$ cat src/rtl/opcode_encoder_queue.sv
// One-hot ALU opcode request -> 4-bit select encoder feeding a small FWFT FIFO.
// Malformed requests (zero or several bits set) are dropped and counted.
module opcode_encoder_queue #(
  parameter int DEPTH = 4,
  parameter int ERR_W = 8
) (
  input  logic                     clk,
  input  logic                     rst_n,
  input  logic [11:0]              in_onehot,
  input  logic                     in_valid,
  output logic                     in_ready,
  output logic [3:0]               out_sel,
  output logic                     out_valid,
  input  logic                     out_ready,
  output logic [$clog2(DEPTH):0]   count,
  output logic                     err_pulse,
  output logic [ERR_W-1:0]         err_count
);

  localparam int PW = $clog2(DEPTH);
  localparam int CW = PW + 1;

  logic [3:0]    mem [DEPTH];
  logic [PW-1:0] wr_ptr, rd_ptr;
  logic [3:0]    enc;
  logic          onehot_ok;
  logic          fire_in, push, pop;

  // Any pattern outside the twelve legal one-hot words is rejected.
  always_comb begin
    enc       = 4'h0;
    onehot_ok = 1'b1;
    case (in_onehot)
      12'h001: enc = 4'b0000;
      12'h002: enc = 4'b0001;
      12'h004: enc = 4'b0010;
      12'h008: enc = 4'b0011;
      12'h010: enc = 4'b0100;
      12'h020: enc = 4'b0101;
      12'h040: enc = 4'b0110;
      12'h080: enc = 4'b1000;
      12'h100: enc = 4'b1001;
      12'h200: enc = 4'b1010;
      12'h400: enc = 4'b1011;
      12'h800: enc = 4'b1111;
      default: onehot_ok = 1'b0;
    endcase
  end

  // Full/empty come from the occupancy count, so the handshakes never see in_*.
  assign in_ready  = (count != CW'(DEPTH));
  assign out_valid = (count != '0);
  assign out_sel   = mem[rd_ptr];

  assign fire_in = in_valid & in_ready;
  assign push    = fire_in & onehot_ok;
  assign pop     = out_valid & out_ready;

  always_ff @(posedge clk) begin
    if (!rst_n) begin
      wr_ptr    <= '0;
      rd_ptr    <= '0;
      count     <= '0;
      err_pulse <= 1'b0;
      err_count <= '0;
      for (int i = 0; i < DEPTH; i++) mem[i] <= 4'h0;
    end else begin
      if (push) begin
        mem[wr_ptr] <= enc;
        wr_ptr      <= wr_ptr + PW'(1);
      end
      if (pop) rd_ptr <= rd_ptr + PW'(1);
      case ({push, pop})
        2'b10:   count <= count + CW'(1);
        2'b01:   count <= count - CW'(1);
        default: count <= count;
      endcase
      err_pulse <= fire_in & ~onehot_ok;
      if (fire_in && !onehot_ok && err_count != '1)
        err_count <= err_count + ERR_W'(1);
    end
  end

endmodule

$ cat config.mk
export PLATFORM = sky130hd
export DESIGN_NAME = opcode_encoder_queue
export DESIGN_NICKNAME = d
export VERILOG_FILES = /design/src/rtl/opcode_encoder_queue.sv
export SDC_FILE = /design/constraint.sdc
export NUM_CORES = 1
export LEC_CHECK = 0
export BUFFER_PORTS_ARGS = -buffer_cell sky130_fd_sc_hd__buf_4
export CORE_ASPECT_RATIO = 0.9
export CORE_MARGIN = 2
export CORE_UTILIZATION = 40
export CTS_BUF_LIST = sky130_fd_sc_hd__clkbuf_2 sky130_fd_sc_hd__clkbuf_4 sky130_fd_sc_hd__clkbuf_8
export DETAILED_ROUTE_END_ITERATION = 8
export SLEW_MARGIN = 10
export SYNTH_ARGS = -nofsm -noshare
export SYNTH_HDL_FRONTEND = slang
export SYNTH_SLANG_ARGS = --single-unit
$ cat constraint.sdc
create_clock -name clk -period 3.89 [get_ports clk]
set_clock_uncertainty 0.2 [all_clocks]
set_input_delay 0.389 -clock clk [delete_from_list [all_inputs] [get_ports clk]]
set_output_delay 0.389 -clock clk [all_outputs]
set_load 0.02 [all_outputs]
## Yosys cells after proc, flatten, opt, wreduce, memory -nomap -nowiden

Memories as Yosys holds them, arrays and structs flattened. A register that Yosys moved wholly into a read port is not among the register bits.
Cells that the tools add are included.

- Word-level logic and storage cells: 51
- Bits in writable memories: 16
- Input port bits: 16
- Memories kept: 1
- Register bits: 16
- Output and inout port bits: 18

- Equality and inequality tests: 16
- Add/subtract/negate cells: 5
- Bitwise operators: 5
- Multiplexer cells: 12
- Reduce and logical (&&, ||, !) cells: 7

Memories:

| memory | words | width | read ports | clocked after Yosys merged registers in | write ports | RTL line | source |
|---|---|---|---|---|---|---|---|
| mem | 4 | 4 | 1 | 1 | 4 | 23 | `logic [3:0] mem [DEPTH];` |

Operators by type and width:

| cell | number |
|---|---|
| $pmux 4 s11 | 1 |
| $eq 12x1->1 const B | 1 |
| $eq 12x10->1 const B | 1 |
| $eq 12x11->1 const B | 1 |
| $eq 12x12->1 const B | 1 |
| $eq 12x2->1 const B | 1 |
| $eq 12x3->1 const B | 1 |
| $eq 12x4->1 const B | 1 |
| $eq 12x5->1 const B | 1 |
| $eq 12x6->1 const B | 1 |
| $eq 12x7->1 const B | 1 |
| $eq 12x8->1 const B | 1 |
| $eq 12x9->1 const B | 1 |
| $reduce_or 12->1 | 1 |
| $add 8x1->8 const B | 1 |
| $ne 8x8->1 const B | 1 |
| $mux 1 | 6 |
| $mux 2 | 3 |
| $pmux 3 s2 | 1 |
| $add 2x1->2 const B | 2 |
| $and 1x1->1 | 4 |
| $mux 4 | 1 |
| $reduce_or 4->1 | 1 |
| $add 3x1->3 const B | 1 |
| other kinds (9) | 10 |

## Logic depth before layout (Yosys ltp)

- Word-level depth: 9
- Mapped depth: 12
- Gate-level depth less buffers: 11

## Worst setup path before layout

OpenSTA, ideal clock, no wires.

- Path kind: in2reg
- From: in in_onehot[10]
- To: reg count[2]
- Path slack: 1.063 ns
- Stages: 12
- Required time: 3.619 ns
- Buffers on the path: 1
- Data arrival time: 2.555 ns
- Cells stage by stage: buf_4 -> xor2_1 -> a211oi_1 -> nand2b_1 -> a21oi_2 -> o21ai_1 -> ha_1 -> inv_1 -> fa_1 -> xor2_1 -> or3_1 -> a21oi_1

- Cells in the longest elaborated chain, start to end: 6
- Elaborated cells between the ends (all ways): 19

RTL lines:

| what | RTL line | source |
|---|---|---|
| start: declaration | 9 | `input logic [11:0] in_onehot,` |
| $eq 12x12->1, or another cell as far along | 33 | `case (in_onehot)` |
| $reduce_or 12->1 (no line) * | n/a |  |
| $mux 1 * | 33 |  |
| $and 1x1->1 * | 56 | `assign push = fire_in & onehot_ok;` |
| $eq 2x1->1 / $eq 2x2->1 (equally long branches) | 73 | `case ({push, pop})` |
| $pmux 3 s2 / $reduce_bool 2->1 (equally long branches) | n/a |  |
| end signal: assignment | 74 | `2'b10: count <= count + CW'(1);` |
| end signal: assignment | 75 | `2'b01: count <= count - CW'(1);` |
| end signal: assignment | 76 | `default: count <= count;` |
| end: declaration | 15 | `output logic [$clog2(DEPTH):0] count,` |

Every way passes the cells marked *; elsewhere a longest branch is shown, timed or not.
A chain may end at the register's enable or synchronous reset.

## Final worst setup path

- From: in in_onehot[11]
- To: reg count[2]

Same word-level chain as after synthesis.

==> run_results.csv <==
group,metric,value,unit
floorplan,die_area,5660,um2
drt,first_pass_iters,4,
clocking,clock_latency,0.28,ns
global_route,grt_first_pass_wirelength,7.307,mm
power_and_ir_drop,internal_power,555.5,uW
timing,setup_tns,0,ns
synth,syn-num-nets,230,
power_and_ir_drop,p_seq_share,52.3,%
global_route,grt_pass1_vias,1565,
min_path,hold_path.class,"in2reg",
clocking,clockBufferDepth,2,
floorplan,rows,24,
drt,viasPerCell,5.261,
placed_design,place_congestion,0.7868,
clocking,post_cts_buffers,0,
worst_setup_path,cp.required,3.90,ns
synth,postSynth.asyncResetShare,0,%
cells_and_area,final.fill_count,502,
synth,synthesis.instances,211,
drt,routed_wirelength,4.193,mm
cells_and_area,multi_input_area,1084,um2
synth,ys.flop_type,"dfxtp_1",
clocking,numCtsBuffers,5,
clocking,cts_tree,"yes",
global_route,globalRouteOverflowTotal,0,
synth,yosysTopAreaCell,"edfxtp_1",
timing,min_period,2.931,ns
synth,syn_area_per_cell,9.618,um2
floorplan,start_util,41.72,%
power_and_ir_drop,fin_total_pwr,735.9,uW
cells_and_area,fin_nets,259,
worst_setup_path,path_max_fanout,11,
synth,synth_cell_types,52,
placed_design,place_area,2287,um2
clocking,cts_sinks,34,
timing,fmaxAchievable,0.3412,GHz
worst_setup_path,cp.arrival,2.94,ns
power_and_ir_drop,switching_share,24.52,%
drt,routedWlPerCell,13.70,um
drt,final_antenna_net_count,0,
power_and_ir_drop,pwr-share-comb,10.8,%
cells_and_area,seq_area,840.8,um2
placed_design,port_buffers,33,
clocking,hold_buffers,0,
worst_setup_path,cp-end-kind,"flip-flop",
drt,route.detailed.drc,0,
clocking,clockRootBuffer,"clkbuf_8",
cells_and_area,drive_gt1_share,24.48,%
timing,timing.final.hold_violations,0,
cells_and_area,area_delta_synth_final,17.39,%
synth,synth_edf_count,16,
worst_setup_path,critPathKind,"in2reg",
timing,drv_slew,0,
synth,synthTopCellsByArea,"edfxtp_1 24%, dfxtp_1 18%, mux2i_1 4.4%",
job,maxCapViolCount,0,
placed_design,dpl.hpwl,3.136,mm
synth,synthTopCellsByCount,"18 x dfxtp_1, 18 x nand2_1, 18 x nor2_1",
cells_and_area,final_cell_area,2382,um2
clocking,htreeDepth,2,
timing,rsz0062_at_grt,"no",
clocking,clk_pin_slew,0.07,ns
cells_and_area,diodes,0,
synth,netlist.area_leader.share,23.67,%
drt,drt_iter0_markers,133,
timing,finalSetupViolations,0,
floorplan,chipWidth,79.08,um
power_and_ir_drop,leakagePower,0.8842,nW
status,status,"finished, final reports clean",
floorplan,io_pins,34,
timing,finalCritPeriodShare,75.34,%
floorplan,chipHeight,71.58,um
cells_and_area,post-route-util,48.97,%
timing,maxSlewHeadroom,51.90,%
global_route,grt_max_degree,26,
timing,tightest_slew,0.7155,ns
floorplan,coreArea,4865,um2
synth,seq_area_frac_synth,41.43,%
power_and_ir_drop,power_density,308.9,nW/um2
synth,ys_warn_count,0,
power_and_ir_drop,pwr-share-clk,36.9,%
worst_setup_path,start_kind,"input port",
global_route,track_usage,16.46,%
power_and_ir_drop,ir_worst_vdd,0.2046,mV
drt,vias,1610,
global_route,antenna_found_initial,0,
clocking,cts.repair.resized,0,
power_and_ir_drop,switchingPower,180.5,uW
synth,syn_area,2029,um2
synth,ys_ff_latch,34,
cell families after synthesis:
logic type | Yosys count | share of synthesized area, %
compound gates | 32 | 10.11
xor+xnor | 7 | 3.021
fa+ha+maj | 3 | 2.219
buf+inv | 20 | 5.178
flops | 34 | 41.43
mux | 14 | 9.433
simple gates | 101 | 28.61
sequential cells by signal, indices dropped and copies added, names as in the netlist, named ones only:
name / cells
err_pulse: 1
mem: 16
count: 3
rd_ptr: 2
err_count: 8
wr_ptr: 2
area by class of cell:
class	instances	area share [%]
Tap cell	65	3.414
Sequential cell	34	35.29
Timing Repair Buffer	33	10.40
Clock inverter	2	0.5252
Multi-Input combinational cell	157	45.48
Inverter	9	1.418
Clock buffer	6	3.466
per-stage QoR:
stage	std cells	hold WS, ns	setup WS, ns
6_report	306	0.2547	0.9591
5_1_grt	306	0.2813	0.7089
4_1_cts	306	0.2528	0.9380
3_5_place_dp	298	0.2754	0.6282
3_3_place_gp	298	0.2761	0.7388
2_1_floorplan	211	0.2847	1.063
layout by cell type, fill, tap and decap left out, types with 3 or more instances in the layout:
cell / netlist / layout
inv_1: 7 / 7
xor2_1: 6 / 6
nor2_1: 18 / 18
nand2_1: 18 / 18
buf_4: 1 / 33
nor3b_1: 3 / 3
nor4_1: 4 / 4
o211ai_1: 4 / 4
mux2i_1: 9 / 9
mux4_2: 4 / 4
nor3b_2: 3 / 3
nor3_1: 15 / 15
nand3_1: 7 / 7
clkbuf_8: 0 / 6
or3_1: 4 / 4
o21a_1: 3 / 3
a21oi_1: 7 / 7
and3_1: 3 / 3
o21ai_0: 8 / 8
edfxtp_1: 16 / 16
dfxtp_1: 18 / 18
nand2b_1: 11 / 11
final timing paths:
check / from / endpoint / slack (ns) / depth (start not counted)
worst max-delay path: in_onehot[11] / count[2]$_SDFFE_PN0P_ / 0.96 / 12
worst min-delay path: in_valid / wr_ptr[0]$_SDFFE_PN0P_ / 0.25 / 4
worst max register to register: count[2]$_SDFFE_PN0P_ / count[2]$_SDFFE_PN0P_ / 1.11 / 9
worst min register to register: err_count[6]$_SDFFE_PN0P_ / err_count[6]$_SDFFE_PN0P_ / 0.28 / 2
critical path: stages:
cell and delay [ns]:
buf_4 0.16, xor2_1 0.17, a211oi_1 0.30, nand2b_1 0.19, a21oi_2 0.17, o21ai_1 0.30, ha_1 0.23, inv_1 0.06
fa_1 0.37, xor2_1 0.16, or3_1 0.30, a21oi_1 0.14
power groups by stage:
stage          clock network [mW]  logic [mW]  registers (mW)
2_1_floorplan                   0      0.0479           0.395
3_3_place_gp                    0      0.0790           0.393
3_5_place_dp                    0      0.0796           0.393
4_1_cts                     0.283      0.0798           0.385
5_1_grt                     0.296      0.0885           0.386
6_report                    0.272      0.0792           0.385
metal layers:
metal  wire length, um  up-vias  global-route usage [%]
li1                  -      823                       -
met1              1966      746                   22.23
met2              1986       32                   26.37
met3               175        9                   3.652
met4                65        0                   5.556
met5                 0        -                       0
Power figures use the tool's default switching activity.
